===== config.mk =====
export PLATFORM = sky130hd
export DESIGN_NAME = uart_rx_cmd_flat
export DESIGN_NICKNAME = d
export VERILOG_FILES = /design/src/rtl/uart_rx_cmd_if.sv /design/src/rtl/uart_rx_cmd.sv /design/src/flat_wrapper.sv
export SDC_FILE = /design/constraint.sdc
export NUM_CORES = 1
export LEC_CHECK = 0
export BUFFER_PORTS_ARGS = -buffer_cell sky130_fd_sc_hd__buf_2
export CORE_MARGIN = 2
export CORE_UTILIZATION = 45
export DETAILED_ROUTE_END_ITERATION = 10
export PLACE_DENSITY = 0.7
export RECOVER_POWER = 100
export SLEW_MARGIN = 20
export SYNTH_ARGS = -nofsm -noshare
export SYNTH_HDL_FRONTEND = slang
export SYNTH_SLANG_ARGS = --single-unit
export TNS_END_PERCENT = 5

===== constraint.sdc =====
create_clock -name clk -period 4 [get_ports clk]
set_input_delay 0.2 -clock clk [delete_from_list [all_inputs] [get_ports clk]]
set_output_delay 0.2 -clock clk [all_outputs]
set_load 0.02 [all_outputs]

===== src/rtl/uart_rx_cmd_if.sv =====
`timescale 1ns/1ps
`default_nettype none
// ============================================================================
// Module      : uart_rx_cmd_if
// Description : Bundle of the serial input and the byte/command outputs of the
//               UART command receiver.
//   serial_data_rx : asynchronous serial line, idles high
//   rx_byte/rx_done/frame_err : byte-level results
//   cmd_code/cmd_data/cmd_valid/sum_err : frame-level results
//   master : drives the serial line, observes the results
//   slave  : the receiver itself
// Revision    : 1.0 - initial release
// ============================================================================
interface uart_rx_cmd_if;
  logic       serial_data_rx;
  logic [7:0] rx_byte;
  logic       rx_done;
  logic       frame_err;
  logic       cmd_valid;
  logic [7:0] cmd_code;
  logic [7:0] cmd_data;
  logic       sum_err;

  modport master (
    output serial_data_rx,
    input  rx_byte, rx_done, frame_err, cmd_valid, cmd_code, cmd_data, sum_err
  );

  modport slave (
    input  serial_data_rx,
    output rx_byte, rx_done, frame_err, cmd_valid, cmd_code, cmd_data, sum_err
  );
endinterface
`default_nettype wire


===== src/rtl/uart_rx_cmd.sv =====
`timescale 1ns/1ps
`default_nettype none
// ============================================================================
// Module      : uart_rx_cmd
// Description : 8N1 UART receiver followed by a 4-byte command frame parser
//               (header, command, data, checksum). Good frames produce a
//               one-cycle cmd_valid with held cmd_code/cmd_data.
// Ports       :
//   clk   - system clock, rising edge
//   rst_n - asynchronous active-low reset
//   bus   - uart_rx_cmd_if.slave: serial_data_rx in; rx_byte, rx_done,
//           frame_err, cmd_valid, cmd_code, cmd_data, sum_err out
// Parameters  : CLK_FREQ (Hz), BAUD (bit/s), HDR (frame header byte).
//               CLK_FREQ/BAUD must lie in 4..65535.
// Revision    : 1.0 - initial release
// ============================================================================
module uart_rx_cmd #(
  parameter int         CLK_FREQ = 50_000_000,
  parameter int         BAUD     = 9600,
  parameter logic [7:0] HDR      = 8'hAA
) (
  input  wire logic    clk,
  input  wire logic    rst_n,
  uart_rx_cmd_if.slave bus
);

  localparam int          c_baud_div  = CLK_FREQ / BAUD;
  localparam logic [15:0] c_half_last = 16'(c_baud_div / 2 - 1);
  localparam logic [15:0] c_bit_last  = 16'(c_baud_div - 1);

  typedef enum logic [1:0] {
    R_IDLE  = 2'd0,
    R_START = 2'd1,
    R_DATA  = 2'd2,
    R_STOP  = 2'd3
  } rx_state_t;

  typedef enum logic [1:0] {
    P_HDR = 2'd0,
    P_CMD = 2'd1,
    P_DAT = 2'd2,
    P_SUM = 2'd3
  } p_state_t;

  // --------------------------------------------------------------------------
  // Input synchroniser. Flops reset to the idle (high) line level so that
  // reset release never looks like a start edge. r_rxs_prev gives the
  // previous synchronised value for falling-edge detection.
  // --------------------------------------------------------------------------
  logic r_sync1;
  logic r_rxs;
  logic r_rxs_prev;

  always_ff @(posedge clk or negedge rst_n) begin
    if (!rst_n) begin
      r_sync1    <= 1'b1;
      r_rxs      <= 1'b1;
      r_rxs_prev <= 1'b1;
    end else begin
      r_sync1    <= bus.serial_data_rx;
      r_rxs      <= r_sync1;
      r_rxs_prev <= r_rxs;
    end
  end

  // --------------------------------------------------------------------------
  // Byte receiver
  // --------------------------------------------------------------------------
  rx_state_t   r_rx_state;
  logic [15:0] r_cnt;
  logic [2:0]  r_bit_idx;
  logic [7:0]  r_shift;
  logic [7:0]  r_rx_byte;
  logic        r_rx_done;
  logic        r_frame_err;

  always_ff @(posedge clk or negedge rst_n) begin
    if (!rst_n) begin
      r_rx_state  <= R_IDLE;
      r_cnt       <= 16'd0;
      r_bit_idx   <= 3'd0;
      r_shift     <= 8'd0;
      r_rx_byte   <= 8'd0;
      r_rx_done   <= 1'b0;
      r_frame_err <= 1'b0;
    end else begin
      r_rx_done   <= 1'b0;
      r_frame_err <= 1'b0;
      case (r_rx_state)
        R_IDLE: begin
          if (!r_rxs && r_rxs_prev) begin
            r_cnt      <= 16'd0;
            r_rx_state <= R_START;
          end
        end
        R_START: begin
          // Mid-start-bit check: a line that is high again was only a glitch.
          if (r_cnt == c_half_last) begin
            if (r_rxs) begin
              r_rx_state <= R_IDLE;
            end else begin
              r_cnt      <= 16'd0;
              r_bit_idx  <= 3'd0;
              r_rx_state <= R_DATA;
            end
          end else begin
            r_cnt <= r_cnt + 16'd1;
          end
        end
        R_DATA: begin
          if (r_cnt == c_bit_last) begin
            r_shift   <= {r_rxs, r_shift[7:1]};   // LSB arrives first
            r_cnt     <= 16'd0;
            r_bit_idx <= r_bit_idx + 3'd1;
            if (r_bit_idx == 3'd7) begin
              r_rx_state <= R_STOP;
            end
          end else begin
            r_cnt <= r_cnt + 16'd1;
          end
        end
        R_STOP: begin
          // Returning to idle mid-stop-bit lets a back-to-back start edge in.
          if (r_cnt == c_bit_last) begin
            if (r_rxs) begin
              r_rx_byte <= r_shift;
              r_rx_done <= 1'b1;
            end else begin
              r_frame_err <= 1'b1;
            end
            r_rx_state <= R_IDLE;
          end else begin
            r_cnt <= r_cnt + 16'd1;
          end
        end
        default: r_rx_state <= R_IDLE;
      endcase
    end
  end

  // --------------------------------------------------------------------------
  // Frame parser: HDR, cmd, data, checksum = (HDR + cmd + data) mod 256.
  // --------------------------------------------------------------------------
  p_state_t   r_p_state;
  logic [7:0] r_cmd;
  logic [7:0] r_data;
  logic [7:0] r_cmd_code;
  logic [7:0] r_cmd_data;
  logic       r_cmd_valid;
  logic       r_sum_err;
  logic [7:0] w_sum;

  assign w_sum = HDR + r_cmd + r_data;

  always_ff @(posedge clk or negedge rst_n) begin
    if (!rst_n) begin
      r_p_state   <= P_HDR;
      r_cmd       <= 8'd0;
      r_data      <= 8'd0;
      r_cmd_code  <= 8'd0;
      r_cmd_data  <= 8'd0;
      r_cmd_valid <= 1'b0;
      r_sum_err   <= 1'b0;
    end else begin
      r_cmd_valid <= 1'b0;
      r_sum_err   <= 1'b0;
      if (r_frame_err) begin
        // A corrupted byte invalidates whatever partial frame was collected.
        r_p_state <= P_HDR;
      end else if (r_rx_done) begin
        case (r_p_state)
          P_HDR: begin
            if (r_rx_byte == HDR) begin
              r_p_state <= P_CMD;
            end
          end
          P_CMD: begin
            // No resync on HDR here: a header-valued byte is a legal command.
            r_cmd     <= r_rx_byte;
            r_p_state <= P_DAT;
          end
          P_DAT: begin
            r_data    <= r_rx_byte;
            r_p_state <= P_SUM;
          end
          P_SUM: begin
            if (r_rx_byte == w_sum) begin
              r_cmd_code  <= r_cmd;
              r_cmd_data  <= r_data;
              r_cmd_valid <= 1'b1;
            end else begin
              r_sum_err <= 1'b1;
            end
            r_p_state <= P_HDR;
          end
          default: r_p_state <= P_HDR;
        endcase
      end
    end
  end

  assign bus.rx_byte   = r_rx_byte;
  assign bus.rx_done   = r_rx_done;
  assign bus.frame_err = r_frame_err;
  assign bus.cmd_valid = r_cmd_valid;
  assign bus.cmd_code  = r_cmd_code;
  assign bus.cmd_data  = r_cmd_data;
  assign bus.sum_err   = r_sum_err;

endmodule
`default_nettype wire


===== src/flat_wrapper.sv =====
// flat-port wrapper written by rule: the top's interface ports become plain ports
module uart_rx_cmd_flat 
#(
  parameter int         CLK_FREQ = 50_000_000,
  parameter int         BAUD     = 9600,
  parameter logic [7:0] HDR      = 8'hAA
)
  (clk, rst_n, bus_serial_data_rx, bus_rx_byte, bus_rx_done, bus_frame_err, bus_cmd_valid, bus_cmd_code, bus_cmd_data, bus_sum_err);
  uart_rx_cmd_if bus_i ();
  input  wire logic clk;
  input  wire logic rst_n;
  input wire logic [$bits(bus_i.serial_data_rx)-1:0] bus_serial_data_rx;
  output wire logic [$bits(bus_i.rx_byte)-1:0] bus_rx_byte;
  output wire logic [$bits(bus_i.rx_done)-1:0] bus_rx_done;
  output wire logic [$bits(bus_i.frame_err)-1:0] bus_frame_err;
  output wire logic [$bits(bus_i.cmd_valid)-1:0] bus_cmd_valid;
  output wire logic [$bits(bus_i.cmd_code)-1:0] bus_cmd_code;
  output wire logic [$bits(bus_i.cmd_data)-1:0] bus_cmd_data;
  output wire logic [$bits(bus_i.sum_err)-1:0] bus_sum_err;
  assign bus_i.serial_data_rx = bus_serial_data_rx;
  assign bus_rx_byte = bus_i.rx_byte;
  assign bus_rx_done = bus_i.rx_done;
  assign bus_frame_err = bus_i.frame_err;
  assign bus_cmd_valid = bus_i.cmd_valid;
  assign bus_cmd_code = bus_i.cmd_code;
  assign bus_cmd_data = bus_i.cmd_data;
  assign bus_sum_err = bus_i.sum_err;
  uart_rx_cmd #(.CLK_FREQ(CLK_FREQ), .BAUD(BAUD), .HDR(HDR)) u_core (.clk(clk), .rst_n(rst_n), .bus(bus_i));
endmodule

# After elaboration in Yosys (flattened, before gate mapping)
# Cells that the tools add are included.
# classes
addsub,4
n_eq_ne,20
n_mux,35
n_bitwise,1
reduce_logical,15
# ops
cell,count
2-to-1 mux 16 bit,5
case mux 16 bit (4 select lines),1
2-to-1 mux 2 bit,9
adder 16 x 1 -> 16 bit (second input constant),1
== test 16 x 12 -> 1 bit (second input constant),1
== test 16 x 13 -> 1 bit (second input constant),1
case mux 2 bit (4 select lines),2
2-to-1 mux 1 bit,14
AND reduction 3 bit,4
inequality test 2 x 1 -> 1 bit (second input constant),5
2-to-1 mux 3 bit,3
adder 8 bit,1
adder 8 bit (first input constant),1
== test 2 bit (second input constant),4
== test 8 bit,1
== test 8 bit (second input constant),1
AND reduction 4 bit,2
case mux 3 bit (2 select lines),1
AND reduction 5 bit,1
== test 2 x 1 -> 1 bit (second input constant),2
logical NOT 2 bit,2
inequality test 2 bit (second input constant),2
AND reduction 2 bit,2
nonzero test 2 bit,2
other kinds (7),7
# totals
reg_bits,78
output_inout_bits,28

# Depth between registers and ports, before layout
# Gate-level depths: netlist (run 1).
# logic_depth
ltp_word,7
depth_mapped,12

# Least setup slack after synthesis (run 1)
# OpenSTA, ideal clock, no wires.
# synth_timing
path_kind,register to register
from,reg u_core.r_data[1]
to,reg u_core.r_cmd_code[5] (netlist: u_core.bus.cmd_code[5])
setup_time_ns,0.125
arrival_time_ns,2.963
required_time_ns,3.875
path_slack_ns,0.912
stages_incl_launch_ff,13
n_path_buf,1
period_less_slack_ns,3.088
cell_sequence,dfrtp_1 > inv_1 > ha_1 > inv_1 > ha_1 > fa_1 > nand3_1 > nand2_1 > xnor2_1 > or4_4 > nor4_4 > buf_6 > mux2_2
# synth_via
elab_chain_len,3
# synth_lines
item,line,rtl
"start, declared",uart_rx_cmd.sv:146,logic [7:0] r_data;
"start signal, assigned",uart_rx_cmd.sv:183,r_data <= r_rx_byte;
adder 8 bit,uart_rx_cmd.sv:153,assign w_sum = HDR + r_cmd + r_data;
== test 8 bit,uart_rx_cmd.sv:187,if (r_rx_byte == w_sum) begin
AND reduction 4 bit (no line),-,
"end signal, assigned",uart_rx_cmd.sv:188,r_cmd_code <= r_cmd;
"end, declared",uart_rx_cmd.sv:147,logic [7:0] r_cmd_code;
# No other way between the ends.
# A chain may end at the register's enable or synchronous reset.

# Worst setup path after layout (run 1)
# layout_timing
from,reg u_core.r_data[1]
to,reg u_core.r_cmd_data[3] (netlist: u_core.bus.cmd_data[3])
# layout_via
elab_chain_len,3
# layout_lines
item,line,rtl
adder 8 bit,uart_rx_cmd.sv:153,
== test 8 bit,uart_rx_cmd.sv:187,
AND reduction 4 bit (no line),-,
"end signal, assigned",uart_rx_cmd.sv:189,r_cmd_data <= r_data;
"end, declared",uart_rx_cmd.sv:148,logic [7:0] r_cmd_data;
# No other way between the ends.

==> results of run 1 <==
-- layer usage --
metal	up-vias	wire length, um	part of all wire
met4	0	107	0.015
met3	11	246	0.034
li1	1260	-	-
met5	-	0	0
met1	1269	3310	0.46
met2	44	3540	0.49
-- placed cells by master (no fill, tap or decap), types with 3 or more instances in the layout --
cell type	synthesis	layout
nand4_1	3	4
clkbuf_8	0	9
nor2_1	7	7
nand3_1	15	15
a21oi_1	20	20
nand2_1	22	22
inv_1	25	25
ha_1	21	21
clkbuf_1	4	30
dfrtp_1	75	75
nor4b_1	3	3
and3_1	4	4
nor3_1	5	6
o21ai_0	16	16
mux2_2	51	51
or3_1	4	4
mux2i_1	3	3
bufinv_16	0	3
xnor2_1	13	13
-- critical path, cell delays in order, from the launching register on --
cell	delay [ps]
dfrtp_1	370
inv_1	50
ha_1	260
inv_1	40
ha_1	210
fa_1	400
nand3_1	100
nand2_1	80
xnor2_1	130
or4_1	560
nor4_1	220
buf_4	320
mux2_2	360
-- layout make-up --
cell class	instances	area, um^2
Multi-Input combinational cell	221	1750
Tap cell	105	131
Sequential cell	78	1960
Inverter	25	93.8
Clock buffer	10	128
Timing Repair Buffer	33	136
Fill cell	750	3950
Clock inverter	6	111
-- cell families (layout without fill, tap and decap cells) --
group | after synthesis | after routing | share of synthesized area
flops | 78 | 78 | 0.505
fa+ha+maj | 22 | 22 | 0.0731
xor+xnor | 14 | 14 | 0.0317
simple gates | 77 | 77 | 0.113
buf+inv | 32 | 74 | 0.0343
mux | 54 | 54 | 0.156
compound gates | 54 | 54 | 0.0860
-- sequential cells by signal, indices dropped and copies added, names as in the netlist, named ones only --
| register | cells |
|---|---|
| u_core.bus.cmd_data | 8 |
| u_core.r_rx_state | 1 |
| u_core.bus.rx_done | 1 |
| u_core.bus.cmd_valid | 1 |
| u_core.bus.rx_byte | 8 |
| u_core.bus.cmd_code | 8 |
| u_core.r_rxs_prev | 1 |
| u_core.r_cnt | 16 |
| u_core.r_p_state | 2 |
| u_core.r_shift | 8 |
| u_core.r_cmd | 8 |
| u_core.r_sync1 | 1 |
| u_core.r_data | 8 |
| u_core.bus.frame_err | 1 |
| u_core.r_rxs | 1 |
| u_core.r_bit_idx | 3 |
| u_core.bus.sum_err | 1 |
-- report_power, final --
| group | internal (mW) | total, mW | switching [mW] |
|---|---|---|---|
| Clock | 0.415 | 0.703 | 0.289 |
| Combinational | 0.0547 | 0.138 | 0.0837 |
| Sequential | 0.818 | 0.853 | 0.0348 |
| Total | 1.29 | 1.70 | 0.407 |
-- metrics by stage --
step	worst slack (ps)	utilization	area [um^2]
2_1_floorplan	912	-	3870
3_3_place_gp	963	0.500	4130
3_5_place_dp	891	0.500	4130
4_1_cts	866	0.530	4380
5_1_grt	562	0.522	4310
6_report	791	0.522	4310
-- worst max-delay path by stage --
stage	startpoint	end	cells after the start
6_report	u_core.r_data[1]	u_core.bus.cmd_data[3]	12
5_1_grt	u_core.r_data[1]	u_core.bus.cmd_data[1]	12
4_1_cts	u_core.r_data[1]	u_core.bus.cmd_code[0]	12
3_5_place_dp	u_core.r_data[1]	u_core.bus.cmd_code[0]	12
3_3_place_gp	u_core.r_data[1]	u_core.bus.cmd_code[0]	12
2_1_floorplan	u_core.r_data[1]	u_core.bus.cmd_code[5]	12
-- cells in the mapped netlist, drive strengths merged, types with 2 or more instances --
cell | number | area (um^2)
xnor2 | 13 | 114
dfstp | 3 | 78.8
o31ai | 2 | 15.0
or4 | 2 | 18.8
nand2 | 22 | 82.6
a21oi | 20 | 100
nor2 | 7 | 26.3
nor4 | 2 | 27.5
and3 | 4 | 25.0
nor3 | 6 | 35.0
or3 | 4 | 25.0
a22o | 2 | 17.5
clkbuf | 4 | 15.0
nor4b | 3 | 26.3
nand3 | 15 | 75.1
inv | 25 | 93.8
o21ai | 17 | 85.1
ha | 21 | 263
or4bb | 2 | 22.5
mux2 | 51 | 574
nand4 | 4 | 31.3
o311ai | 2 | 17.5
dfrtp | 75 | 1880
buf | 3 | 23.8
mux2i | 3 | 30.0
==> run metrics, run 1 <==
Tmin final=~3200 ps; Initial Utilization=0.468; placed cells=461; M3 GR Usage=0.0318; cts hold-fix bufs=1; status=finished with violations; Critical Path End Type=register; vias in the first global route=between 2000 and 3000; Sum Neg Setup Slack=0 ps; share of layout cells above drive strength 1=0.196; Max VDD drop=about 0.27 mV; final slew viol count=79; skew final=~15 ps; PD cells=about 390 nW/um^2; Most Used Layer, Global Route=met2; leakage=2.05 nW; core box area=8260 um^2; Post-synth ARST share=1.00; Syn Area/Cell=~12 um^2; drt via density=about 5.4; RSZ-0062 raised after global routing=no; Mapped Area=3870 um^2; Final Non-Filler Cells=about 480; final hold vios=0; DRT Wirelength=between 7 and 8 mm; Post CTS Setup Buffer Count=0; cell row count=33; Ant. Diodes=0; clock root buffer=clkbuf_8; DRT Pass-1 Iters=4; H-tree Lvls=3; initial antenna violation count=0; dpl hpwl=roughly 4.9 mm; slew at the pin with the worst max-slew slack=roughly 1900 ps; register area share after synthesis=0.505; Hold Worst Slack=343 ps; clk slew on worst S/H paths=roughly 90 ps; P&R area growth vs syn=11.3%; gr usage total=0.164; synth warn=0; R2R Path Start=u_core.r_data[1]; Clk Latency, worst-skew pair=between 300 and 400 ps; required time worst endpoint=4230 ps; DR WL/cell=between 15 and 20 um; crit path DAT=3440 ps; syn_nets=approximately 360; ANT nets after route=0; crit-path max FO=17; GR met2 Demand/Resource=0.271; Remaining DRCs=0; I/O pins=31; Die X=just under 100 um; Yosys reg bits=78; met1 GRT Util=0.216; largest net degree at the start of global routing=79; Hold Path Class=primary input to async pin; Mapped Cells=between 300 and 400; crit path kind=register to register; period utilization=0.802; setup slack, reg-to-reg=790 ps; CTS tree=yes; Post-CTS Resized=0; gr ovfl total=0; Die Y=between 90 and 100 um; Post-synth EDFFs=0; Post-synth top flop=dfrtp_1; maximum operating frequency=312 MHz; Max-slew headroom=-0.251; via count=between 2000 and 3000; FF-to-FF End=u_core.bus.cmd_data[3]; max-cap violations=1; failing checks=max-capacitance violations, max-slew violations; GP Congestion=around 0.80; Worst R2R Path Depth=12; first-pass GRT wire length=between 10 and 15 mm; Layout Nets=393; total CTS buffers=9; Longest Clk Path Bufs=2; Design Power=between 1.5 and 2 mW; Detailed Route Iter0 Violations=77; Worst setup SP type=register; post-synth cell types=between 50 and 60; clock sink count=78; Die Area=~9400 um^2; Finish-stage setup viols=0; I/O Buffers=30
No activity file was read; power rests on OpenSTA's default activity.
==> run 2: changes to the inputs <==
Clock period 4 ns to 3.3 ns, I/O delays scaled along.
==> run 2 against run 1 <==
Effect of this change:
- the run still ends with max-capacitance violations, max-slew violations left
- count of clock-buffer cells in the layout is the same
- sequential share of layout area is essentially flat
- final cell count grew 0.42%
- combinational power grew 25%
- largest cell class unchanged
==> run metrics, run 2 (synthesis results as in run 1) <==
Detailed Route Iter0 Violations=just under 90; Longest Clk Path Bufs=2; dpl hpwl=5.00 mm; clock sink count=78; total CTS buffers=9; Critical Path Start=u_core.r_data[1]; PD cells=approximately 450 nW/um^2; drt via density=5.46; commonest non-fill, non-tap cell in the layout=dfrtp_1; R2R Path Start=u_core.r_data[1]; CP max stage cell=or4_4; Worst R2R Path Depth=12; gr usage total=0.160; status=finished with violations; # fillers=between 700 and 800; setup ws final=roughly 200 ps; cell area after layout=about 4300 um^2; DRT Pass-1 Iters=4; crit-path cells=inv_1 -> ha_1 -> inv_1 -> ha_1 -> fa_1 -> nand3_1 -> nand2_1 -> xnor2_1 -> or4_4 -> nor4_2 -> buf_6 -> mux2_2; largest register by flop count=u_core.r_cnt; DR WL/cell=14.9 um; period utilization=0.940; Hold Path Class=register to register; Max VDD drop=around 0.31 mV; required time worst endpoint=~3500 ps; via count=between 2000 and 3000; Layout Nets=around 400; Critical Path End Type=register; skew final=roughly 5.6 ps; setup slack, reg-to-reg=roughly 200 ps; Die Area=approximately 9400 um^2; initial antenna violation count=0; first-pass GRT wire length=between 10 and 15 mm; max reg flops=16; slew at the pin with the worst max-slew slack=~1800 ps; final slew viol count=around 80; crit-path max FO=17; final hold vios=0; CTS tree=yes; DRT Wirelength=around 7 mm; P_int=roughly 1.5 mW; vias in the first global route=roughly 2600; cell row count=33; pre-CTS setup slack=between 150 and 200 ps; DP Area=around 4100 um^2; FF-to-FF End=u_core.bus.cmd_code[7]; largest net degree at the start of global routing=between 70 and 80; Design Power=a little under 2 mW; net switching fraction of the power=0.238; clk slew on worst S/H paths=around 70 ps; hold depth=0; GP Congestion=slightly above 0.8; H-tree Lvls=3; core box area=8260 um^2; max-cap violations=1; Max-slew headroom=-0.215; leakage=~2.0 nW; crit path DAT=3320 ps; crit path kind=register to register; ANT nets after route=0; Worst Hold Launch=u_core.r_sync1; logic gate share of total power=0.089; share of layout cells above drive strength 1=0.200; Ant. Diodes=0; share of power burned in registers=0.533; most frequent cells in the layout=dfrtp_1 (75), mux2_2 (51), clkbuf_1 (31), inv_1 (25), nand2_1 (22); Worst Hold Endpoint=u_core.r_rxs; Sum Neg Setup Slack=0 ps; P&R area growth vs syn=11.3%; Clk Latency, worst-skew pair=around 330 ps; I/O Buffers=30; clock root buffer=clkbuf_8; maximum operating frequency=323 MHz; Tmin final=between 3000 and 4000 ps; Remaining DRCs=0; NetSw=between 400 and 500 uW; failing checks=max-capacitance violations, max-slew violations; Initial Utilization=0.468; RSZ-0062 raised after global routing=no; Worst setup SP type=register; CP peak stage delay=between 500 and 600 ps; I/O pins=31; clock group share of total power=0.378; gr ovfl total=0; Finish-stage setup viols=0; Die X=around 97 um; Die Y=around 97 um
-- run 2: cell types whose count changed in the layout (fill, tap and decap cells not counted) --
| cell | previous run | this run |
|---|---|---|
| nor4_2 | 0 | 1 |
| clkinvlp_4 | 1 | 0 |
| buf_6 | 0 | 1 |
| nor4_1 | 2 | 1 |
| clkinv_4 | 1 | 0 |
| or4_4 | 0 | 1 |
| clkinv_2 | 1 | 3 |
| bufinv_16 | 3 | 2 |
| dlygate4sd3_1 | 1 | 2 |
| or4_1 | 2 | 1 |
| clkbuf_1 | 30 | 31 |
-- run 2: layout make-up --
class	instances	area, um^2	area share
Sequential cell	78	1960	0.454
Multi-Input combinational cell	221	1760	0.409
Clock inverter	5	75.1	0.0174
Clock buffer	10	128	0.0296
Tap cell	105	131	0.0305
Timing Repair Buffer	36	161	0.0375
Inverter	25	93.8	0.0218
-- run 2: through the flow --
stage | util | std cells | hold slack, ps
2_1_floorplan | - | 331 | -131
3_3_place_gp | 0.502 | 463 | 270
3_5_place_dp | 0.502 | 463 | 272
4_1_cts | 0.529 | 480 | 362
5_1_grt | 0.521 | 480 | 368
6_report | 0.521 | 480 | 367
-- run 2: worst max-delay path by stage --
stage / endpoint / slack, ps / cells past startpoint
after floorplan: u_core.bus.cmd_code[5] / 210 / 12
after global placement: u_core.bus.cmd_code[0] / 260 / 12
after detailed placement: u_core.bus.cmd_code[2] / 160 / 12
after CTS: u_core.bus.cmd_code[2] / 150 / 12
after global routing: u_core.bus.cmd_code[0] / 30 / 12
final: u_core.bus.cmd_code[7] / 200 / 12
-- run 2: what timing repair did --
item,4_1_cts,5_1_grt
resized for setup,0,1
setup endpoints to repair,0,16
hold buffers,2,0
setup buffers,0,0
hold endpoints to repair,4,0
-- run 2: critical path: cells and delay by family, from the launching register on --
kind	cells	cell delay (ps)
AND/OR/NAND/NOR	4	900
adder cells (fa/ha/maj)	3	890
buffers and inverters	3	340
flip-flops	1	370
XOR/XNOR	1	130
multiplexers	1	360
-- run 2: power by group through the flow --
stage	Clock (mW)	Sequential [mW]	Combinational (mW)
global route	0.808	1.04	0.201
finish	0.735	1.04	0.172
CTS	0.764	1.03	0.178
floorplan	0	1.04	0.123
detailed placement	0	1.05	0.175
global placement	0	1.05	0.171
-- run 2: metal layers --
| layer | track usage | up-vias | routed length [um] |
|---|---|---|---|
| met5 | 0 | - | 0 |
| met4 | 0.0531 | 0 | 90 |
| met3 | 0.0434 | 8 | 291 |
| met2 | 0.259 | 53 | 3470 |
| met1 | 0.211 | 1302 | 3300 |
| li1 | - | 1259 | - |
